==> src/rtl/fc_layer_pkg.sv <==
// Shared constants for the CNN post-processing stages: DRAM address map,
// Q16.16 format and FSM state/read-tag encodings.
package fc_layer_pkg;

    localparam int unsigned FRAC_BITS  = 16;

    localparam int unsigned PARAM_BASE = 0;
    localparam int unsigned IFMAP_BASE = 65536;
    localparam int unsigned OFMAP_BASE = 131072;

    // Feature-map layout: x stride 1, y stride 32, z stride 1024
    localparam int unsigned Y_SHIFT    = 5;
    localparam int unsigned Z_SHIFT    = 10;

    localparam int unsigned ST_W       = 3;
    localparam logic [ST_W-1:0] ST_IDLE = 3'd0;
    localparam logic [ST_W-1:0] ST_LD   = 3'd1;
    localparam logic [ST_W-1:0] ST_MAC  = 3'd2;
    localparam logic [ST_W-1:0] ST_BIAS = 3'd3;
    localparam logic [ST_W-1:0] ST_ACC  = 3'd4;
    localparam logic [ST_W-1:0] ST_WR   = 3'd5;
    localparam logic [ST_W-1:0] ST_DONE = 3'd6;

    // Tag of the read issued last cycle, i.e. what data_in carries now
    localparam logic [1:0] RD_NONE = 2'd0;
    localparam logic [1:0] RD_W    = 2'd1;
    localparam logic [1:0] RD_X    = 2'd2;
    localparam logic [1:0] RD_B    = 2'd3;

endpackage

==> src/rtl/fc_mac.sv <==
// Q16.16 multiply-accumulate: signed 64-bit product, [47:16] slice,
// wrapping 32-bit accumulator with synchronous clear.
module fc_mac
    import fc_layer_pkg::*;
#(
    parameter int unsigned DATA_WIDTH = 32
) (
    input  logic                  clk,
    input  logic                  srstn,
    input  logic                  clr,
    input  logic                  en,
    input  logic [DATA_WIDTH-1:0] w,
    input  logic [DATA_WIDTH-1:0] x,
    output logic [DATA_WIDTH-1:0] acc
);

    localparam int unsigned PROD_W = 2 * DATA_WIDTH;

    logic signed [PROD_W-1:0] prod;
    logic [DATA_WIDTH-1:0]    term;

    assign prod = PROD_W'($signed(w)) * PROD_W'($signed(x));
    assign term = DATA_WIDTH'(prod >> FRAC_BITS);

    always_ff @(posedge clk) begin
        if (!srstn) begin
            acc <= '0;
        end else if (clr) begin
            acc <= '0;
        end else if (en) begin
            acc <= acc + term;
        end
    end

endmodule

==> src/rtl/fc_layer.sv <==
// Fully-connected layer: streams weights/activations from DRAM, MACs in Q16.16,
// adds bias, applies ReLU and writes one word per output neuron.
module fc_layer
    import fc_layer_pkg::*;
#(
    parameter int unsigned DATA_WIDTH = 32,
    parameter int unsigned ADDR_WIDTH = 18,
    parameter int unsigned IN_W       = 5,
    parameter int unsigned IN_H       = 5,
    parameter int unsigned IN_D       = 16,
    parameter int unsigned OUT_LEN    = 10
) (
    input  logic                  clk,
    input  logic                  srstn,
    input  logic                  enable,
    input  logic                  dram_valid,
    input  logic [DATA_WIDTH-1:0] data_in,
    output logic [DATA_WIDTH-1:0] data_out,
    output logic [ADDR_WIDTH-1:0] addr_in,
    output logic [ADDR_WIDTH-1:0] addr_out,
    output logic                  dram_en_rd,
    output logic                  dram_en_wr,
    output logic                  done
);

    localparam int unsigned IN_LEN = IN_W * IN_H * IN_D;
    localparam int unsigned CW     = 16;

    logic [ST_W-1:0]       state_q, state_nxt;
    logic                  phase_q, phase_nxt;
    logic [ADDR_WIDTH-1:0] i_q, i_nxt;
    logic [CW-1:0]         x_q, x_nxt;
    logic [CW-1:0]         y_q, y_nxt;
    logic [CW-1:0]         z_q, z_nxt;
    logic [CW-1:0]         o_q, o_nxt;
    logic [ADDR_WIDTH-1:0] row_q, row_nxt;
    logic [1:0]            pend_q, pend_nxt;
    logic [DATA_WIDTH-1:0] w_q;

    logic [DATA_WIDTH-1:0] data_out_nxt;
    logic [ADDR_WIDTH-1:0] addr_in_nxt;
    logic [ADDR_WIDTH-1:0] addr_out_nxt;
    logic                  rd_en_nxt;
    logic                  wr_en_nxt;
    logic                  done_nxt;

    logic [DATA_WIDTH-1:0] acc;
    logic [DATA_WIDTH-1:0] bias_c;
    logic [DATA_WIDTH-1:0] sum_c;
    logic                  mac_en_c;
    logic                  mac_clr_c;

    assign mac_en_c  = (pend_q == RD_X) && dram_valid;
    assign mac_clr_c = (state_q == ST_LD) || (state_q == ST_ACC);
    assign bias_c    = ((pend_q == RD_B) && dram_valid) ? data_in : '0;
    assign sum_c     = acc + bias_c;

    fc_mac #(
        .DATA_WIDTH (DATA_WIDTH)
    ) u_mac (
        .clk   (clk),
        .srstn (srstn),
        .clr   (mac_clr_c),
        .en    (mac_en_c),
        .w     (w_q),
        .x     (data_in),
        .acc   (acc)
    );

    // Next-state and counter sequencing
    always_comb begin
        state_nxt = state_q;
        phase_nxt = phase_q;
        i_nxt     = i_q;
        x_nxt     = x_q;
        y_nxt     = y_q;
        z_nxt     = z_q;
        o_nxt     = o_q;
        row_nxt   = row_q;
        case (state_q)
            ST_IDLE: begin
                if (enable) begin
                    state_nxt = ST_LD;
                end
            end
            ST_LD: begin
                phase_nxt = 1'b0;
                i_nxt     = '0;
                x_nxt     = '0;
                y_nxt     = '0;
                z_nxt     = '0;
                o_nxt     = '0;
                row_nxt   = ADDR_WIDTH'(PARAM_BASE);
                state_nxt = ST_MAC;
            end
            ST_MAC: begin
                if (!phase_q) begin
                    phase_nxt = 1'b1;
                end else begin
                    phase_nxt = 1'b0;
                    if (i_q == ADDR_WIDTH'(IN_LEN - 1)) begin
                        i_nxt     = '0;
                        x_nxt     = '0;
                        y_nxt     = '0;
                        z_nxt     = '0;
                        state_nxt = ST_BIAS;
                    end else begin
                        i_nxt = i_q + ADDR_WIDTH'(1);
                        if (x_q == CW'(IN_W - 1)) begin
                            x_nxt = '0;
                            if (y_q == CW'(IN_H - 1)) begin
                                y_nxt = '0;
                                z_nxt = z_q + CW'(1);
                            end else begin
                                y_nxt = y_q + CW'(1);
                            end
                        end else begin
                            x_nxt = x_q + CW'(1);
                        end
                    end
                end
            end
            ST_BIAS: state_nxt = ST_ACC;
            ST_ACC:  state_nxt = ST_WR;
            ST_WR: begin
                if (o_q == CW'(OUT_LEN - 1)) begin
                    state_nxt = ST_DONE;
                end else begin
                    o_nxt     = o_q + CW'(1);
                    row_nxt   = row_q + ADDR_WIDTH'(IN_LEN + 1);
                    state_nxt = ST_MAC;
                end
            end
            ST_DONE: state_nxt = ST_IDLE;
            default: state_nxt = ST_IDLE;
        endcase
    end

    // Registered outputs are derived from the next state so they align with it
    always_comb begin
        rd_en_nxt    = 1'b0;
        addr_in_nxt  = '0;
        wr_en_nxt    = 1'b0;
        addr_out_nxt = '0;
        done_nxt     = 1'b0;
        data_out_nxt = data_out;
        pend_nxt     = RD_NONE;
        case (state_nxt)
            ST_MAC: begin
                rd_en_nxt = 1'b1;
                if (phase_nxt) begin
                    addr_in_nxt = ADDR_WIDTH'(IFMAP_BASE)
                                + (ADDR_WIDTH'(z_nxt) << Z_SHIFT)
                                + (ADDR_WIDTH'(y_nxt) << Y_SHIFT)
                                + ADDR_WIDTH'(x_nxt);
                end else begin
                    addr_in_nxt = row_nxt + i_nxt;
                end
            end
            ST_BIAS: begin
                rd_en_nxt   = 1'b1;
                addr_in_nxt = row_nxt + ADDR_WIDTH'(IN_LEN);
            end
            ST_WR: begin
                wr_en_nxt    = 1'b1;
                addr_out_nxt = ADDR_WIDTH'(OFMAP_BASE) + ADDR_WIDTH'(o_nxt);
            end
            ST_DONE: done_nxt = 1'b1;
            default: ;
        endcase
        if (state_q == ST_ACC) begin
            data_out_nxt = sum_c[DATA_WIDTH-1] ? '0 : sum_c;
        end
        if (state_q == ST_MAC) begin
            pend_nxt = phase_q ? RD_X : RD_W;
        end else if (state_q == ST_BIAS) begin
            pend_nxt = RD_B;
        end
    end

    always_ff @(posedge clk) begin
        if (!srstn) begin
            state_q    <= ST_IDLE;
            phase_q    <= 1'b0;
            i_q        <= '0;
            x_q        <= '0;
            y_q        <= '0;
            z_q        <= '0;
            o_q        <= '0;
            row_q      <= '0;
            pend_q     <= RD_NONE;
            w_q        <= '0;
            data_out   <= '0;
            addr_in    <= '0;
            addr_out   <= '0;
            dram_en_rd <= 1'b0;
            dram_en_wr <= 1'b0;
            done       <= 1'b0;
        end else begin
            state_q    <= state_nxt;
            phase_q    <= phase_nxt;
            i_q        <= i_nxt;
            x_q        <= x_nxt;
            y_q        <= y_nxt;
            z_q        <= z_nxt;
            o_q        <= o_nxt;
            row_q      <= row_nxt;
            pend_q     <= pend_nxt;
            data_out   <= data_out_nxt;
            addr_in    <= addr_in_nxt;
            addr_out   <= addr_out_nxt;
            dram_en_rd <= rd_en_nxt;
            dram_en_wr <= wr_en_nxt;
            done       <= done_nxt;
            if ((pend_q == RD_W) && dram_valid) begin
                w_q <= data_in;
            end
        end
    end

endmodule

==> config.mk <==
export PLATFORM = sky130hd
export DESIGN_NAME = fc_layer
export DESIGN_NICKNAME = d
export VERILOG_FILES = /design/src/rtl/fc_layer_pkg.sv /design/src/rtl/fc_mac.sv /design/src/rtl/fc_layer.sv
export SDC_FILE = /design/constraint.sdc
export NUM_CORES = 2
export LEC_CHECK = 0
export BUFFER_PORTS_ARGS = -buffer_cell sky130_fd_sc_hd__buf_2
export CAP_MARGIN = 0
export CORE_MARGIN = 2
export CORE_UTILIZATION = 55
export CTS_CLUSTER_SIZE = 30
export DETAILED_ROUTE_END_ITERATION = 7
export GPL_TIMING_DRIVEN = 1
export PLACE_DENSITY_LB_ADDON = 0.3
export SYNTH_ARGS = -nofsm -noshare
export SYNTH_HDL_FRONTEND = slang
export SYNTH_SLANG_ARGS = --single-unit
==> constraint.sdc <==
create_clock -name clk -period 13.6 [get_ports clk]
set_input_delay 3.4 -clock clk [delete_from_list [all_inputs] [get_ports clk]]
set_output_delay 3.4 -clock clk [all_outputs]
set_load 0.01 [all_outputs]
* After elaboration in Yosys (flattened, before gate mapping)
Cells that the tools add are included.
** Word-level totals
- Input port bits :: 36
- Output and inout port bits :: 71
- Word-level logic and storage cells :: 103
- Register bits :: 241
** Cells by class
- $add $sub $neg :: 14
- Multipliers :: 1
- Equal/unequal tests :: 19
- Reductions and logical operators :: 11
- Multiplexer cells :: 38
- Bitwise logic cells :: 1
** Operators by type and width (count)
- $mux W16 :: 12
- $pmux W16 S2 :: 4
- $pmux W18 S2 :: 3
- $mux W18 :: 4
- $add A16 B1 Y16 const B :: 4
- $add A32 B32 Y32 :: 2
- $mul A32 B32 Y48 :: 1
- $add A18 B18 Y18 :: 2
- $add A18 B9 Y18 const B :: 2
- $eq A16 B3 Y1 const B :: 2
- $mux W32 :: 1
- $mux W31 :: 1
- $add A17 B18 Y18 const A :: 1
- $add A18 B1 Y18 const B :: 1
- $add A18 B16 Y18 :: 1
- $add A18 B16 Y18 const A :: 1
- $eq A18 B9 Y1 const B :: 1
- $pmux W3 S6 :: 1
- $eq A16 B4 Y1 const B :: 1
- $eq A3 B2 Y1 const B :: 4
- $eq A3 B3 Y1 const B :: 4
- $mux W3 :: 4
- $mux W2 :: 3
- $ne A3 B3 Y1 const B :: 2
- 15 further kinds :: 22

* Logic depth before layout (Yosys ltp)
- Word-level depth :: 11
- Depth in mapped cells :: 42
- Mapped depth without buffers :: 41

* By module
From an unflattened synthesis, not the netlist that was laid out.
** Unflattened totals
- Cell total of the unflattened synthesis :: 4884
- Area, all modules :: 43191.4 um2
** By module, submodules not included
- fc_mac :: times used 1, area each 31148.6 um2, sequential area each 640.6 um2, cells an instance 3386
- fc_layer :: times used 1, area each 12042.8 um2, sequential area each 3983.8 um2, cells an instance 1498

* Worst setup path after synthesis
OpenSTA, ideal clock, no wires.
- Path kind :: input -> register
- Start :: input port data_in[15]
- End :: register u_mac.acc[31]
- Required time :: 13.530 ns
- Stages :: 38
- Buffers on the path :: 2
- Library setup time :: 0.070 ns
- Arrival :: 12.284 ns
- Slack :: 1.246 ns
- Cell sequence :: clkbuf_1 > clkbuf_1 > and2_1 > fa_1 > fa_1 > inv_1 > fa_1 > inv_1 > fa_1 > fa_1 > fa_1 > fa_1 > fa_1 > ha_1 > a21o_1 > a21oi_1 > nand2_1 > or2_1 > [... 2 more ...] > inv_1 > nor2_1 > o21bai_1 > a21oi_1 > xnor2_1 > ha_1 > a21o_1 > a21o_1 > a211oi_2 > inv_2 > a211oi_2 > nor2_1 > a2111o_1 > a41o_1 > o41ai_4 > nor3_1 > or4_1 > a21oi_1
** On the way
- Longest elaborated chain between the ends :: 2
** Ends and longest elaborated chain
- start, declared :: RTL line fc_layer.sv:17 : input logic [DATA_WIDTH-1:0] data_in,
- $mul A32 B32 Y48 :: RTL line fc_mac.sv:22 : assign prod = PROD_W'($signed(w)) * PROD_W'($signed(x));
- $add A32 B32 Y32 :: RTL line fc_mac.sv:31 : acc <= acc + term;
- end signal, assigned :: RTL line fc_mac.sv:31
- end, declared :: RTL line fc_mac.sv:14 : output logic [DATA_WIDTH-1:0] acc
No other way between the ends.
A chain may end at the register's enable or synchronous reset.

* Final worst setup path
- Start :: input port data_in[3]
- End :: register u_mac.acc[31]
Same word-level chain as after synthesis.

==> impl_metrics.ini <==
[timing]
min_period_over_period = 0.940
finalHoldViolCount = 0
min_period_ns = 12.78
fmax_mhz = 78.3
whs_ns = 0.472
finalSetupTns_ns = 0
setup_viol = 0
rsz0062_at_grt = false
finalMaxSlewViolations = 0
relSlewSlack = 0.183
finClkSkew_ns = 0.0517
worstMarginPinSlew_ns = 1.22

[cells_and_area]
mostFrequentLayoutCell = fa_1
final_cell_mix = fa_1, inv_1, nand2_1
drive_above_1_share = 0.0562
syn2layout_area_growth_pct = 5.93
layout.nets = 5958
n_fill_cell = 6694
final_core_util = 0.591
stdcell_count = 5854

[power_and_ir_drop]
power.density_nw_per_um2 = 53.4
finalPower_uw = 2400
swShare = 0.373
p_sw_uw = 897
pwr-share-comb = 0.386
leakagePower_uw = 0.0221
power_frac_clock = 0.326
vdd_drop_max_mv = 0.0834
power_frac_seq = 0.289
intPower_uw = 1510

[clock_network]
cts_resized = 0
clk_latency_ns = 0.61
cts_buffers = 28
clk_pin_slew_ns = 0.06
clockBufferDepth = 3
hold_buffers = 0
clock_tree.root_cell = clkbuf_16
cts-htree-levels = 1
cts_setup_buffers = 0
cts.sinks = 231
cts_tree = built

[synth]
synth-warning-count = 0
yosysTopAreaCell = fa_1
synth.distinct_cells = 79
synthCells = 4827
syn_avg_cell_area_sq_um = 8.80
synthArstFlopShare = 0
synth.ff_latch_count = 231
synthTopCellsByArea = fa_1, dfxtp_1, and2_1
ys.flop_type = dfxtp_1
synth_top_area_share = 0.399
synth_edf_count = 0
synth-seq-area-share = 0.109
synth_area_sq_um = 42500

[min_path]
worstHoldPathType = reg2reg
whs_path_depth = 1
hold_start = data_out[10]$_SDFFE_PN0N_
worstHoldEndpoint = data_out[10]$_SDFFE_PN0N_

[grt]
gr-usage-all-layers = 0.284
overflow = 0
antenna_found_initial = 1
grt_pass1_wl_microns = 177000
first_global_vias = 33746
grt_max_degree = 71

[place]
dp_cells = 5801
dp_hpwl_microns = 87200
port-buffer-count = 104
gp_congestion = 0.902

[drt]
drc = 0
postRouteWirelength_microns = 109000
wl_per_cell_microns = 18.7
antenna_left = 0
vias = 32385
drt_iter0_markers = 2167
first_pass_iters = 6
viasPerCell = 5.53

[critical_path]
cp_data_arrival_time_ns = 13.29
r2r_start = w_q[16]$_SDFFE_PN0P_
max_stage_delay_ns = 0.57
r2r_setup_slack_ns = 2.89
cp-end-kind = flop
r2r_cells = 35
path_common_cell = fa_1
path_max_fanout = 20
slowest_stage = fa_1
crit_required_ns = 14.11
worstSetupPathType = in2reg
worst_setup_path_start_kind = input port
timing.rr.end = u_mac.acc[31]$_SDFFE_PP0P_

[floorplan]
start_util = 0.558
dieArea_sq_um = 79500
core_area_sq_um = 76200
ios = 107
die_w_microns = 282
rows = 101
die_height_microns = 282

[outcome]
status = finished, final reports clean

[flow_run]
drv_cap = 0
[layout make-up]
type,count,area [sq um],share of cell area
antenna,1,2.50,0.0000556
clock inverter,15,186,0.00414
multi-input combinational,3511,33800,0.751
tap,1030,1290,0.0286
sequential,231,4630,0.103
inverter,841,3160,0.0701
clock buffer,37,774,0.0172
timing repair buffer,188,1160,0.0258
[power groups by stage]
stage / combinational, uW / sequential (uW) / clock (uW)
3_3_place_gp: 899 / 708 / 0
5_1_grt: 1030 / 694 / 821
2_1_floorplan: 653 / 703 / 0
6_report: 927 / 694 / 782
4_1_cts: 925 / 693 / 796
3_5_place_dp: 921 / 708 / 0
[critical path: cells and delay by family]
family | cells | cell delay, ns
adder cells (fa/ha/maj) | 10 | 4.40
AO/OA/AOI/OAI | 14 | 3.08
AND/OR/NAND/NOR | 7 | 1.37
buffers and inverters | 6 | 0.96
XOR/XNOR | 1 | 0.08
[layer usage]
layer / share of wire / up-vias / global-route usage
li1: - / 14679 / -
met2: 0.49 / 978 / 0.488
met1: 0.40 / 16468 / 0.360
met5: 0 / - / 0
met4: 0.052 / 0 / 0.128
met3: 0.057 / 260 / 0.0351
[Yosys cell counts (30+ instances only)]
| cell type | n |
|---|---|
| nor2_1 | 190 |
| fa_1 | 848 |
| xor2_1 | 61 |
| o21ai_0 | 97 |
| dfxtp_1 | 231 |
| nor3_1 | 53 |
| a21o_1 | 42 |
| xnor2_1 | 133 |
| nand2_1 | 658 |
| and2_1 | 570 |
| inv_1 | 839 |
| o21ai_1 | 31 |
| a21oi_1 | 161 |
| a22o_1 | 30 |
| and3_1 | 39 |
| clkbuf_1 | 235 |
| ha_1 | 273 |
| nand3_1 | 42 |
[cell families after synthesis]
family / after synthesis / share of synthesized area
compound gates: 521 / 0.0795
xor+xnor: 194 / 0.0400
fa+ha+maj: 1121 / 0.480
buf+inv: 1086 / 0.0961
flops: 231 / 0.109
mux: 9 / 0.00215
other cells: 1 / 0.0000882
simple gates: 1664 / 0.194
[stage by stage]
stage          cell area [sq um]  worst slack [ns]
6_report                   45000             0.822
3_3_place_gp               44100             0.493
2_1_floorplan              42500              1.25
4_1_cts                    45000             0.905
5_1_grt                    45000             0.254
3_5_place_dp               44100             0.285
[worst max-delay path by stage]
stage | slack (ns) | from | endpoint
after floorplan | 1.25 | data_in[15] | u_mac.acc[31]$_SDFFE_PP0P_
after global placement | 0.49 | data_in[2] | u_mac.acc[31]$_SDFFE_PP0P_
after detailed placement | 0.28 | data_in[4] | u_mac.acc[31]$_SDFFE_PP0P_
after CTS | 0.90 | data_in[4] | u_mac.acc[31]$_SDFFE_PP0P_
after global routing | 0.25 | data_in[2] | u_mac.acc[31]$_SDFFE_PP0P_
final | 0.82 | data_in[3] | u_mac.acc[31]$_SDFFE_PP0P_
[flip-flops by register name, indices dropped and copies added (netlist names), 2 cells and up]
register / count
addr_in: 18
w_q: 32
state_q: 3
pend_q: 2
u_mac.acc: 32
x_q: 16
z_q: 8
o_q: 16
row_q: 18
data_out: 31
i_q: 18
y_q: 16
addr_out: 17
(Power assumes the default switching activity.)
